## config.mk

```make
export PLATFORM = sky130hd
export DESIGN_NAME = cmd_decode_queue
export DESIGN_NICKNAME = d
export VERILOG_FILES = /design/src/rtl/cmd_decode_queue.sv
export SDC_FILE = /design/constraint.sdc
export NUM_CORES = 1
export LEC_CHECK = 0
export CAP_MARGIN = 40
export CORE_MARGIN = 3
export CORE_UTILIZATION = 50
export CTS_BUF_LIST = sky130_fd_sc_hd__clkbuf_2
export DETAILED_ROUTE_END_ITERATION = 10
export PLACE_DENSITY_LB_ADDON = 0.3
export SLEW_MARGIN = 20
export SYNTH_ARGS = -nofsm -noshare
export SYNTH_HDL_FRONTEND = slang
export SYNTH_SLANG_ARGS = --single-unit
```

## constraint.sdc

```tcl
create_clock -name clk -period 2.52 [get_ports clk]
set_clock_uncertainty 0.2 [all_clocks]
set_input_delay 0.252 -clock clk [delete_from_list [all_inputs] [get_ports clk]]
set_output_delay 0.252 -clock clk [all_outputs]
set_load 0.01 [all_outputs]
```

## src/rtl/cmd_decode_queue.sv

```systemverilog
`default_nettype none
// ============================================================================
//  Module      : cmd_decode_queue
//  Description : Trace-command decode queue. Accepts {cmd, addr} trace
//                commands, drops illegal codes with a one-cycle pulse,
//                buffers legal ones in a circular queue, and presents the
//                head split into tag/index/offset fields with snoop/control
//                classification. Keeps saturating read/write/illegal
//                statistics that a CLR command zeroes.
//  Revision    : 1.0 - initial release
// ============================================================================
module cmd_decode_queue #(
    parameter int DEPTH        = 4,
    parameter int ADDRESS_BITS = 32,
    parameter int OFFSET_BITS  = 6,
    parameter int INDEX_BITS   = 11,
    parameter int TAG_BITS     = ADDRESS_BITS - (INDEX_BITS + OFFSET_BITS)
) (
    input  logic                       clk,
    input  logic                       rst,
    input  logic                       in_valid,
    output logic                       in_ready,
    input  logic [3:0]                 in_cmd,
    input  logic [ADDRESS_BITS-1:0]    in_addr,
    output logic                       out_valid,
    input  logic                       out_ready,
    output logic [3:0]                 out_cmd,
    output logic [TAG_BITS-1:0]        out_tag,
    output logic [INDEX_BITS-1:0]      out_index,
    output logic [OFFSET_BITS-1:0]     out_offset,
    output logic                       out_is_snoop,
    output logic                       out_is_ctrl,
    output logic                       illegal_cmd,
    output logic [31:0]                read_cnt,
    output logic [31:0]                write_cnt,
    output logic [31:0]                illegal_cnt,
    output logic [$clog2(DEPTH):0]     occupancy
);

    localparam int c_PTR_W = $clog2(DEPTH);
    localparam int c_OCC_W = $clog2(DEPTH) + 1;

    // Queue storage; contents need no reset because out_valid gates them.
    logic [3:0]              r_mem_cmd  [DEPTH];
    logic [ADDRESS_BITS-1:0] r_mem_addr [DEPTH];

    logic [c_PTR_W-1:0]      r_wr_ptr;
    logic [c_PTR_W-1:0]      r_rd_ptr;
    logic [c_OCC_W-1:0]      r_occ;
    logic                    r_illegal;
    logic [31:0]             r_read_cnt;
    logic [31:0]             r_write_cnt;
    logic [31:0]             r_illegal_cnt;

    logic                    w_full;
    logic                    w_push;
    logic                    w_pop;
    logic                    w_legal;
    logic                    w_enq;
    logic [3:0]              w_head_cmd;
    logic [ADDRESS_BITS-1:0] w_head_addr;

    // Full blocks acceptance outright; a same-cycle pop never makes room.
    assign w_full    = (r_occ == c_OCC_W'(DEPTH));
    assign in_ready  = !w_full && !rst;
    assign w_push    = in_valid && in_ready;
    assign out_valid = (r_occ != '0);
    assign w_pop     = out_valid && out_ready;
    assign w_enq     = w_push && w_legal;

    // Legal code decode: 7 and 10-15 are accepted but dropped.
    always_comb begin
        w_legal = 1'b0;
        case (in_cmd)
            4'd0, 4'd1, 4'd2, 4'd3, 4'd4,
            4'd5, 4'd6, 4'd8, 4'd9: w_legal = 1'b1;
            default:                w_legal = 1'b0;
        endcase
    end

    // Write accepted legal commands at the tail.
    always_ff @(posedge clk) begin
        if (w_enq) begin
            r_mem_cmd[r_wr_ptr]  <= in_cmd;
            r_mem_addr[r_wr_ptr] <= in_addr;
        end
    end

    // Pointer and occupancy bookkeeping; pointers wrap naturally (power-of-two depth).
    always_ff @(posedge clk) begin
        if (rst) begin
            r_wr_ptr <= '0;
            r_rd_ptr <= '0;
            r_occ    <= '0;
        end else begin
            if (w_enq) r_wr_ptr <= r_wr_ptr + c_PTR_W'(1);
            if (w_pop) r_rd_ptr <= r_rd_ptr + c_PTR_W'(1);
            case ({w_enq, w_pop})
                2'b10:   r_occ <= r_occ + c_OCC_W'(1);
                2'b01:   r_occ <= r_occ - c_OCC_W'(1);
                default: r_occ <= r_occ;
            endcase
        end
    end

    // Statistics and illegal pulse, updated at acceptance time.
    always_ff @(posedge clk) begin
        if (rst) begin
            r_illegal     <= 1'b0;
            r_read_cnt    <= '0;
            r_write_cnt   <= '0;
            r_illegal_cnt <= '0;
        end else begin
            r_illegal <= w_push && !w_legal;
            if (w_push) begin
                case (in_cmd)
                    4'd0, 4'd2: if (r_read_cnt  != '1) r_read_cnt  <= r_read_cnt  + 32'd1;
                    4'd1:       if (r_write_cnt != '1) r_write_cnt <= r_write_cnt + 32'd1;
                    4'd8: begin
                        r_read_cnt    <= '0;
                        r_write_cnt   <= '0;
                        r_illegal_cnt <= '0;
                    end
                    default: begin
                        if (!w_legal && (r_illegal_cnt != '1))
                            r_illegal_cnt <= r_illegal_cnt + 32'd1;
                    end
                endcase
            end
        end
    end

    assign w_head_cmd   = r_mem_cmd[r_rd_ptr];
    assign w_head_addr  = r_mem_addr[r_rd_ptr];

    assign out_cmd      = w_head_cmd;
    assign out_tag      = w_head_addr[ADDRESS_BITS-1 -: TAG_BITS];
    assign out_index    = w_head_addr[OFFSET_BITS +: INDEX_BITS];
    assign out_offset   = w_head_addr[OFFSET_BITS-1:0];
    assign out_is_snoop = out_valid && (w_head_cmd inside {4'd3, 4'd4, 4'd5, 4'd6});
    assign out_is_ctrl  = out_valid && (w_head_cmd inside {4'd8, 4'd9});

    assign illegal_cmd  = r_illegal;
    assign read_cnt     = r_read_cnt;
    assign write_cnt    = r_write_cnt;
    assign illegal_cnt  = r_illegal_cnt;
    assign occupancy    = r_occ;

endmodule
`default_nettype wire

```

# After elaboration in Yosys (flattened, before gate mapping)
# Memories as Yosys holds them, arrays and structs flattened. A register that Yosys moved wholly into a read port is not among the register bits.
# Cells that the tools add are included.
[totals]
rom_bits = 16
in_bits = 40
register_bits = 104
latchBits = 0
ramBits = 144
n_memories = 3
word_cells = 72
[op_classes]
addsub = 7
magnitude_cmp = 0
multipliers = 0
muxes = 13
n_eq_ne = 17
n_div = 0
n_reduce_logical = 24
bitwise = 1
shift = 0
[mem_list]
columns = ["memory", "words", "word_bits", "read_ports", "rd_ports_with_merged_regs", "wr", "line_no", "rtl"]
rows = [
  ["r_mem_addr", 4, 32, 1, 1, 1, "45", "logic [ADDRESS_BITS-1:0] r_mem_addr [DEPTH];"],
  ["(name not given)", 16, 1, 1, 0, 0, "74", "case (in_cmd)"],
  ["r_mem_cmd", 4, 4, 1, 1, 1, "44", "logic [3:0] r_mem_cmd [DEPTH];"],
]
[op_table]
columns = ["cell", "count"]
rows = [
  ["case mux 32 bit (2 select lines)", 3],
  ["adder 32 x 1 -> 32 bit (second input constant)", 3],
  ["2-to-1 mux 32 bit", 3],
  ["!= test 32 bit (second input constant)", 3],
  ["== test 4 x 3 -> 1 bit (second input constant)", 3],
  ["== test 4 bit (second input constant)", 3],
  ["nonzero test 2 bit", 5],
  ["AND reduction 3 bit", 3],
  ["== test 4 x 2 -> 1 bit (second input constant)", 2],
  ["logical AND 1 bit", 8],
  ["2-to-1 mux 2 bit", 4],
  ["case mux 3 bit (2 select lines)", 1],
  ["adder 2 x 1 -> 2 bit (second input constant)", 2],
  ["== test 4 x 1 -> 1 bit (second input constant)", 1],
  ["zero test 4 bit", 1],
  ["!= test 2 bit (second input constant)", 2],
  ["nonzero test 4 bit", 1],
  ["adder 3 x 1 -> 3 bit (second input constant)", 1],
  ["== test 3 bit (second input constant)", 1],
  ["zero test 1 bit", 3],
  ["nonzero test 3 bit", 1],
  ["OR reduction 3 bit", 1],
  ["subtractor 3 x 1 -> 3 bit (second input constant)", 1],
  ["== test 2 x 1 -> 1 bit (second input constant)", 1],
  ["4 further kinds", 5],
]

# Logic depth before layout (Yosys ltp)
# Gate-level depths: netlist of run 1.
[logic_depth]
word_depth = 7
depth_mapped = 11
mapped_depth_nobuf = 10

# Worst setup path before layout of run 1
# Ideal clock, no wire load.
[synth_timing]
path_kind = "register to register"
startpoint = "register r_occ[2], in the netlist occupancy[2]"
endpoint = "register r_occ[2], in the netlist occupancy[2]"
arrival_time_ns = 2.439
stages_incl_launch_ff = 11
t_required_ns = 2.250
path_slack_ns = -0.189
path_cell_list = "dfxtp_1 > or3b_2 > nand2_1 > nor2_1 > inv_1 > ha_1 > inv_1 > fa_1 > xor2_1 > or3_1 > a21oi_1"
[synth_between]
elab_chain_len = 7
elab_cells_between_ends = 13
[synth_rtl]
columns = ["item", "line_no", "rtl"]
rows = [
  ["start, declared", "49", "logic [c_OCC_W-1:0] r_occ;"],
  ["start signal, assigned", "99", "2'b10: r_occ <= r_occ + c_OCC_W'(1);"],
  ["start signal, assigned", "100", "2'b01: r_occ <= r_occ - c_OCC_W'(1);"],
  ["start signal, assigned", "101", "default: r_occ <= r_occ;"],
  ["== test 3 bit", "64", "assign w_full = (r_occ == c_OCC_W'(DEPTH));"],
  ["zero test 1 bit", "65", "assign in_ready = !w_full && !rst;"],
  ["logical AND 1 bit", "65", ""],
  ["logical AND 1 bit", "66", "assign w_push = in_valid && in_ready;"],
  ["logical AND 1 bit", "69", "assign w_enq = w_push && w_legal;"],
  ["== test 2 x 1 -> 1 bit or == test 2 bit (tied branches)", "98", "case ({w_enq, w_pop})"],
  ["case mux 3 bit (2 select lines) or nonzero test 2 bit (tied branches)", "n/a", ""],
]
# Parallel ways exist; a longest one is shown, timed or not.
# A chain may end at the register's enable or synchronous reset.

==> results of run 1 <==
## sequential cells by signal, indices dropped and copies added (netlist names), named ones only
signal	count
illegal_cmd	1
illegal_cnt	32
occupancy	3
r_mem_addr	128
r_mem_cmd	16
r_rd_ptr	2
r_wr_ptr	2
read_cnt	32
write_cnt	32
## worst min-delay path, delay by kind of cell
kind,cells,cell delay [ps]
simple gates,2,270
xor+xnor,1,100
buf+inv,1,460
## cell type report
cell class | instances | area [µm²] | share of cell area, %
Multi-Input combinational cell | 617 | 4730 | 30.2
Timing Repair Buffer | 361 | 3420 | 21.9
Sequential cell | 250 | 6450 | 41.2
Inverter | 27 | 101 | 0.647
Tap cell | 280 | 350 | 2.24
Antenna cell | 2 | 5.00 | 0.0320
Clock inverter | 23 | 129 | 0.823
Clock buffer | 95 | 475 | 3.04
## cells by family after synthesis
kind of cell	after synthesis	share of synthesized area, %
buffers and inverters	89	3.30
AOI/OAI and AO/OA	230	15.1
and+or+nand+nor	330	16.1
adders and majority gates	9	1.05
DFF	250	56.4
muxes	41	7.53
xor gates and xnor gates	7	0.536
## synth_stat cells (11+ instances only)
master	number
nand3_1	39
nor3_1	22
inv_1	27
a311oi_1	19
dfxtp_1	106
a41oi_1	19
buf_2	15
nand4_1	47
mux4_2	36
clkbuf_1	41
a21oi_1	28
and4_1	18
nand2_1	69
and2_1	11
edfxtp_1	144
nor2_1	43
nor4_1	12
and3_1	20
o21ai_0	43
a311oi_2	17
a31oi_1	45
## power by group through the flow
stage               combinational [W]  clock, W  sequential (W)
finish                        0.00190   0.00283         0.00444
global route                  0.00202   0.00313         0.00445
CTS                           0.00183   0.00287         0.00444
detailed placement            0.00159         0         0.00453
global placement              0.00156         0         0.00452
floorplan                    0.000809         0         0.00451
## repair_timing
| item | CTS | global route |
|---|---|---|
| hold buffers | 36 | 0 |
| resized for setup | 184 | 43 |
| hold endpoints to repair | 180 | 0 |
| endpoints found under the setup margin | 40 | 79 |
| cloned | 2 | 1 |
| buffers inserted | 8 | 9 |
| pin swaps | 0 | 7 |
## how the worst max path moves through the flow
stage,from,to,slack [ps],cells past startpoint
3_5_place_dp,in_cmd[1],write_cnt[14]$_SDFFE_PP0P_,-260,7
4_1_cts,flop,out_is_snoop,-340,4
6_report,flop,out_is_snoop,-320,4
5_1_grt,flop,out_is_snoop,-410,4
3_3_place_gp,in_cmd[0],read_cnt[4]$_SDFFE_PP0P_,-120,8
2_1_floorplan,occupancy[2]$_SDFFE_PP0P_,occupancy[2]$_SDFFE_PP0P_,10,10
## through the flow
| stage | utilization, % | setup TNS [ps] | cell area, µm² | hold WS, ps | worst slack [ps] |
|---|---|---|---|---|---|
| floorplan | - | 0 | 11400 | 151 | 13.4 |
| global placement | 65.2 | -4270 | 14500 | 302 | -125 |
| detailed placement | 65.2 | -11510 | 14500 | 312 | -265 |
| CTS | 70.1 | -7940 | 15500 | 10.6 | -343 |
| global route | 70.7 | -10110 | 15700 | 40.9 | -412 |
| finish | 70.7 | -5470 | 15700 | 95.9 | -320 |
## layer usage
layer	wire length (µm)	track usage, %	vias to the layer above
met4	876	9.38	2
met5	9	0	-
met1	13200	35.3	4944
met2	16300	43.8	508
li1	-	-	4630
met3	2790	5.55	84
==> impl_metrics.yaml, run 1 <==
clock_network:
  cts_buffer_depth: 3
  cts_num_sinks: 250
  tritoncts: "yes"
  clk_latency_ps: 830
  cts_buffers: 66
  htree_levels: 3
  root_buffer: "clkbuf_2"
  clkSlewWorstSetupHoldPaths_ps: 90
routing:
  drt_pass1_iterations: 6
  drtIter0Drc: 778
  vias: 10200
  wl_mm: 33.2
  ant_nets: 0
  avgRoutedWirePerCell_um: 20.1
  via_per_inst: 6.14
  drc_errors: 0
hold_path:
  hold_class: "in -> reg"
  hold_path_depth: 4
  min_from: "out_ready"
floorplan:
  die_h_um: 157
  fp-row-count: 54
  start_util_pct: 51.6
  core_um2: 22200
  ioPinCount: 180
  die_width_um: 157
  die-area_um2: 24700
yosys:
  synth_top_area_share_pct: 37.8
  yosys-top-cells-area: "edfxtp_1, dfxtp_1, mux4_2"
  synth_flop_cell: "edfxtp_1"
  synthesis.area_um2: 11400
  ys.warnings.count: 0
  async_flop_share_pct: 0
  synth_largest_area_cell: "edfxtp_1"
  synthCells: 956
  yosysUniqueCellTypes: 69
  syn_nets: 1005
  ys_seq_elements: 250
  syn_avg_cell_area_um2: 12.0
  synth_edf_count: 144
  yosysSeqAreaShare_pct: 56.4
worst_setup_path:
  crit_arrival_ps: 2390
  cp_num_buf_inv: 1
  cp-end-kind: "primary output"
  ff2ff_setup_slack_ps: 110
  reg2reg_depth: 5
  max_stage_delay_ps: 570
  timing.rr.start: "illegal_cnt[23]$_SDFFE_PP0P_"
  r2r-end: "illegal_cnt[31]$_SDFFE_PP0P_"
  crit_family: "multiplexers"
  worstSetupStartpointType: "flop"
  crit_chain: "mux4_2 -> xor2_2 -> nor3_2 -> buf_2"
  cp.required_ps: 2070
  worstPathMaxFanout: 7
  crit_type: "reg -> out"
  critPathSlowestCell: "mux4_2"
pwr:
  pwr_density_cell_nw_per_um2: 585
  total_power_w: 0.00916
  clockPowerShare_pct: 30.8
  internal_power_w: 0.00657
  netSwitchingFraction_pct: 28.3
  pwr-share-comb_pct: 20.7
  power_switching_w: 0.00259
  pwr-share-seq_pct: 48.4
  ir_drop_mv: 0.353
  p_leak_nw: 5.47
grt:
  grt_overflow: 0
  gr-usage-all-layers_pct: 26.6
  grt_first_pass_wirelength_mm: 52.5
  grt_pass1_vias: 10100
  grt_max_degree: 40
  antenna_found_initial: 3
status:
  run_status: "complete, but fails checks"
  failed_checks: "negative setup slack"
finish:
  stdcell_count: 1655
  drive_gt1_share_pct: 28.8
  fillers: 1572
  final_cell_mix: "edfxtp_1, clkdlybuf4s50_1, buf_4"
  final_common_cell: "edfxtp_1"
  nets: 1372
  area_delta_synth_final_pct: 37.0
timing:
  rsz0062_at_grt: "true"
  max_freq_ghz: 0.352
  setup_ws_ps: -320
  slew_headroom_pct: 54.1
  slew_violations: 0
  period_minus_slack_ps: 2840
  setup_violations: 37
  tightest_slew_ps: 684
  hold_viol: 0
  final.period_utilization_pct: 113
placement:
  dp_hpwl_mm: 21.6
  dpl.cell_count: 1484
  port_buffers: 179
  gp_congestion: 0.942
flow_run:
  cap_violations: 0
(Power assumes the default switching activity.)
==> inputs of run 2 (changes only) <==
Settings changed: CORE_UTILIZATION 50 to 49, CTS_BUF_LIST sky130_fd_sc_hd__clkbuf_2 to sky130_fd_sc_hd__clkbuf_16.
==> run 2 against run 1 <==
Effect of this change: the run still ends with negative setup slack left; via count is 5.1% lower; die area is 2.0% higher; non-clock buffer count is 37 lower; largest power group unchanged; first-iteration DRC count is 1.3% lower; final cell count is 4.6% lower; global-route usage is 2.4 points lower.
==> impl_metrics.yaml, run 2 (same netlist as run 1, synthesis figures left out) <==
worst_setup_path:
  crit_type: "reg -> out"
  crit_chain: "buf_6 -> buf_4 -> mux4_2 -> nand2_2 -> xor2_1 -> nor3_1 -> buf_2"
  r2r-end: "illegal_cnt[4]$_SDFFE_PP0P_"
  crit_arrival_ps: 2120
  max_stage_delay_ps: 540
  cp_num_buf_inv: 3
  timing.rr.start: "illegal_cnt[18]$_SDFFE_PP0P_"
  ff2ff_setup_slack_ps: 120
  cp.required_ps: 2070
  reg2reg_depth: 6
  cp-end-kind: "primary output"
  critPathSlowestCell: "mux4_2"
  crit_family: "multiplexers"
  worstPathMaxFanout: 4
  worstSetupStartpointType: "flop"
timing:
  final.period_utilization_pct: 102
  rsz0062_at_grt: "true"
  setup_violations: 2
  hold_slack_ps: 124
  setup_tns_ps: -52.6
  hold_viol: 0
  tightest_slew_ps: 800
  slew_headroom_pct: 46.5
  max_freq_ghz: 0.389
  period_minus_slack_ps: 2570
  slew_violations: 0
  setup_ws_ps: -49.2
placement:
  port_buffers: 179
  dp_hpwl_mm: 21.1
  gp_congestion: 0.887
  place_ws_ps: -228
hold_path:
  holdPathEnd: "read_cnt[0]$_SDFFE_PP0P_"
  min_from: "rst"
  hold_class: "in -> reg"
  hold_path_depth: 3
routing:
  avgRoutedWirePerCell_um: 19.9
  drc_errors: 0
  drtIter0Drc: 768
  ant_nets: 0
  wl_mm: 31.5
  via_per_inst: 6.11
  drt_pass1_iterations: 5
  vias: 9653
floorplan:
  fp-row-count: 55
  die-area_um2: 25200
  die_h_um: 159
  start_util_pct: 50.2
  die_width_um: 159
  core_um2: 22800
  ioPinCount: 180
grt:
  grt_first_pass_wirelength_mm: 50.7
  gr-usage-all-layers_pct: 24.2
  grt_max_degree: 46
  grt_overflow: 0
  grt_pass1_vias: 9405
  antenna_found_initial: 1
clock_network:
  root_buffer: "clkbuf_16"
  cts_num_sinks: 250
  htree_levels: 1
  clk_latency_ps: 520
  clkSlewWorstSetupHoldPaths_ps: 60
  tritoncts: "yes"
  cts_buffer_depth: 3
  cts_buffers: 26
  hold_buffers: 0
pwr:
  pwr_density_cell_nw_per_um2: 633
  ir_drop_mv: 0.397
  total_power_w: 0.00979
  p_leak_nw: 5.26
finish:
  diodes: 0
  largest_reg_flops: 128
  final_cell_mix: "edfxtp_1, clkdlybuf4s50_1, buf_4"
  fin_util_pct: 67.9
  top_register: "r_mem_addr"
  nets: 1295
  final_common_cell: "edfxtp_1"
  drive_gt1_share_pct: 23.1
  area_delta_synth_final_pct: 35.4
status:
  failed_checks: "negative setup slack"
  run_status: "complete, but fails checks"
flow_run:
  cap_violations: 0
run 2: worst register-to-register path, stage by stage, from the launching register on:
cell	delay, ps
dfxtp_1	450
nand4_1	170
nor4_1	490
and4_2	480
nor2_1	70
buf_4	170
a311oi_1	270
run 2: worst max-delay path by stage:
stage	start	to	slack, ps	cells after the start
floorplan	occupancy[2]$_SDFFE_PP0P_	occupancy[2]$_SDFFE_PP0P_	10	10
global placement	in_cmd[3]	illegal_cnt[20]$_SDFFE_PP0P_	-210	8
detailed placement	in_cmd[3]	occupancy[2]$_SDFFE_PP0P_	-230	12
CTS	flop	out_is_snoop	-120	6
global route	flop	out_is_snoop	-140	7
finish	flop	out_is_snoop	-50	7
run 2: layout make-up:
cell class / count / area (µm²)
fillers: 1644 / 7310
flip-flops and latches: 250 / 6450
multi-input cells: 617 / 4670
repair buffers: 324 / 3020
clock buffers: 27 / 676
well taps: 313 / 392
clock inverters: 21 / 156
inverters: 27 / 101
run 2: through the flow:
step | instance area, µm² | cells
global route | 15500 | 1579
CTS | 15400 | 1575
detailed placement | 14500 | 1520
finish | 15500 | 1579
floorplan | 11400 | 956
global placement | 14500 | 1520
run 2: layer usage:
layer / vias to the layer above / track usage (%) / part of all wire (%)
li1: 4423 / - / -
met3: 67 / 4.54 / 7.6
met2: 441 / 39.7 / 48
met4: 2 / 7.12 / 2.2
met1: 4720 / 33.0 / 42
met5: - / 0 / 0.041
run 2: what timing repair did:
item,4_1_cts,5_1_grt
buffers inserted,6,4
cloned,1,0
pin swaps,2,2
setup endpoints to repair,39,15
hold endpoints to repair,0,0
resized for setup,82,14
run 2: power breakdown:
group          leakage [nW]  switching, W  internal (W)
Combinational          2.70      0.000741      0.000917
Clock                 0.404       0.00155       0.00214
Sequential             2.16     0.0000480       0.00439
==> inputs of run 3 (changes only) <==
Settings changed: PLACE_DENSITY set to 0.77, PLACE_DENSITY_LB_ADDON 0.3 to unset.
==> run 3 against run 2 <==
Effect of this change: total power grew 0.75%; largest cell class unchanged; clock power hardly changed; hold slack got worse by 78 ps; die area unchanged; final area down 0.13%; combinational power grew 3%; wire length increased by 4.5%; sequential power hardly changed; final cell count decreased by 0.19%; the run still ends with negative setup slack left; critical path type unchanged.
==> impl_metrics.yaml, run 3 (same netlist as run 1, synthesis figures left out) <==
status:
  run_status: "complete, but fails checks"
  failed_checks: "negative setup slack"
finish:
  drive_gt1_share_pct: 24.2
  largest_reg_flops: 128
  final_common_cell: "edfxtp_1"
  diodes: 0
  nets: 1292
  fin_util_pct: 67.8
  fillers: 1647
  final_cell_mix: "edfxtp_1, clkdlybuf4s50_1, buf_4"
  regArea_um2: 6450
  multi_input_area_um2: 4710
  top_register: "r_mem_addr"
  area_delta_synth_final_pct: 35.2
grt:
  antenna_found_initial: 0
  grt_pass1_vias: 9429
  gr-usage-all-layers_pct: 25.1
  grt_max_degree: 48
  grt_first_pass_wirelength_mm: 52.5
  grt_overflow: 0
routing:
  drt_pass1_iterations: 5
  drtIter0Drc: 687
  via_per_inst: 6.18
  avgRoutedWirePerCell_um: 20.9
  ant_nets: 0
  drc_errors: 0
  vias: 9739
  wl_mm: 32.9
clock_network:
  cts_buffers: 26
  cts_buffer_depth: 3
  root_buffer: "clkbuf_16"
  htree_levels: 1
  cts_num_sinks: 250
  tritoncts: "yes"
  clk_latency_ps: 530
  clkSlewWorstSetupHoldPaths_ps: 60
pwr:
  pwr_density_cell_nw_per_um2: 639
  p_leak_nw: 5.32
  ir_drop_mv: 0.419
floorplan:
  start_util_pct: 50.2
  fp-row-count: 55
  die-area_um2: 25200
  die_width_um: 159
  ioPinCount: 180
  core_um2: 22800
  die_h_um: 159
timing:
  final.period_utilization_pct: 102
  setup_tns_ps: -71.5
  slew_violations: 0
  rsz0062_at_grt: "true"
  setup_violations: 2
  tightest_slew_ps: 676
  period_minus_slack_ps: 2570
  hold_viol: 0
  max_freq_ghz: 0.389
  setup_ws_ps: -53.0
  slew_headroom_pct: 54.9
hold_path:
  hold_class: "in -> reg"
placement:
  port_buffers: 179
  gp_congestion: 0.889
  place_ws_ps: -273
  dp_hpwl_mm: 21.7
worst_setup_path:
  worstSetupStartpointType: "flop"
  crit_type: "reg -> out"
  worstPathMaxFanout: 8
  crit_arrival_ps: 2120
  cp.required_ps: 2070
  cp-end-kind: "primary output"
flow_run:
  cap_violations: 0
run 3: changes by cell type in the layout (fill, tap and decap cells not counted), moves of 5 or more:
cell / previous run / this run
buf_2: 12 / 3
clkbuf_2: 0 / 17
clkinv_2: 1 / 6
dlygate4sd2_1: 24 / 5
dlymetal6s2s_1: 1 / 14
inv_1: 32 / 26
run 3: worst paths after layout:
kind                             start                   endpoint  slack (ps)  cells after the start
max                               flop               out_is_snoop         -50                      6
min reg2reg   read_cnt[1]$_SDFFE_PP0P_   read_cnt[1]$_SDFFE_PP0P_         320                      2
min                                rst                       flop          50                      3
max reg2reg  occupancy[1]$_SDFFE_PP0P_  occupancy[2]$_SDFFE_PP0P_          70                     10
run 3: critical path, stage by stage, from the launching register on:
cell     delay, ps
dfxtp_4        430
buf_6          110
mux4_2         540
buf_6          150
xor2_2         130
nor3_2          90
buf_2          150
run 3: stage by stage:
stage          cell area [µm²]  power, W  std cells  hold slack, ps
2_1_floorplan            11400   0.00532        956             151
3_3_place_gp             14400   0.00605       1512             295
3_5_place_dp             14400   0.00609       1512             301
4_1_cts                  15300   0.00982       1567            28.6
5_1_grt                  15500    0.0102       1576            60.2
6_report                 15500   0.00987       1576            46.8
run 3: layout make-up:
class                   instances  share of cell area [%]
flip-flops and latches        250                    41.8
multi-input cells             617                    30.5
repair buffers                321                    19.2
clock buffers                  27                    4.37
well taps                     313                    2.53
clock inverters                21                   0.972
inverters                      27                   0.656
run 3: where the power goes:
part           internal [W]  switching [W]  total, W  leakage [nW]
logic              0.000925       0.000780   0.00171          2.75
clock network       0.00214        0.00158   0.00371         0.407
registers           0.00439      0.0000550   0.00445          2.16
total               0.00746        0.00241   0.00987          5.32
run 3: repair_timing:
action | CTS | global route
hold buffers | 0 | 0
setup endpoints to repair | 39 | 20
pin swaps | 0 | 6
gates resized for setup | 39 | 69
buffers inserted | 7 | 9
run 3: routing by layer:
layer	GRT usage, %	wire (µm)	vias to the layer above
li1	-	-	4432
met1	34.8	13800	4819
met2	41.5	16200	445
met3	4.77	2400	43
met4	5.29	495	0
met5	0	0	-
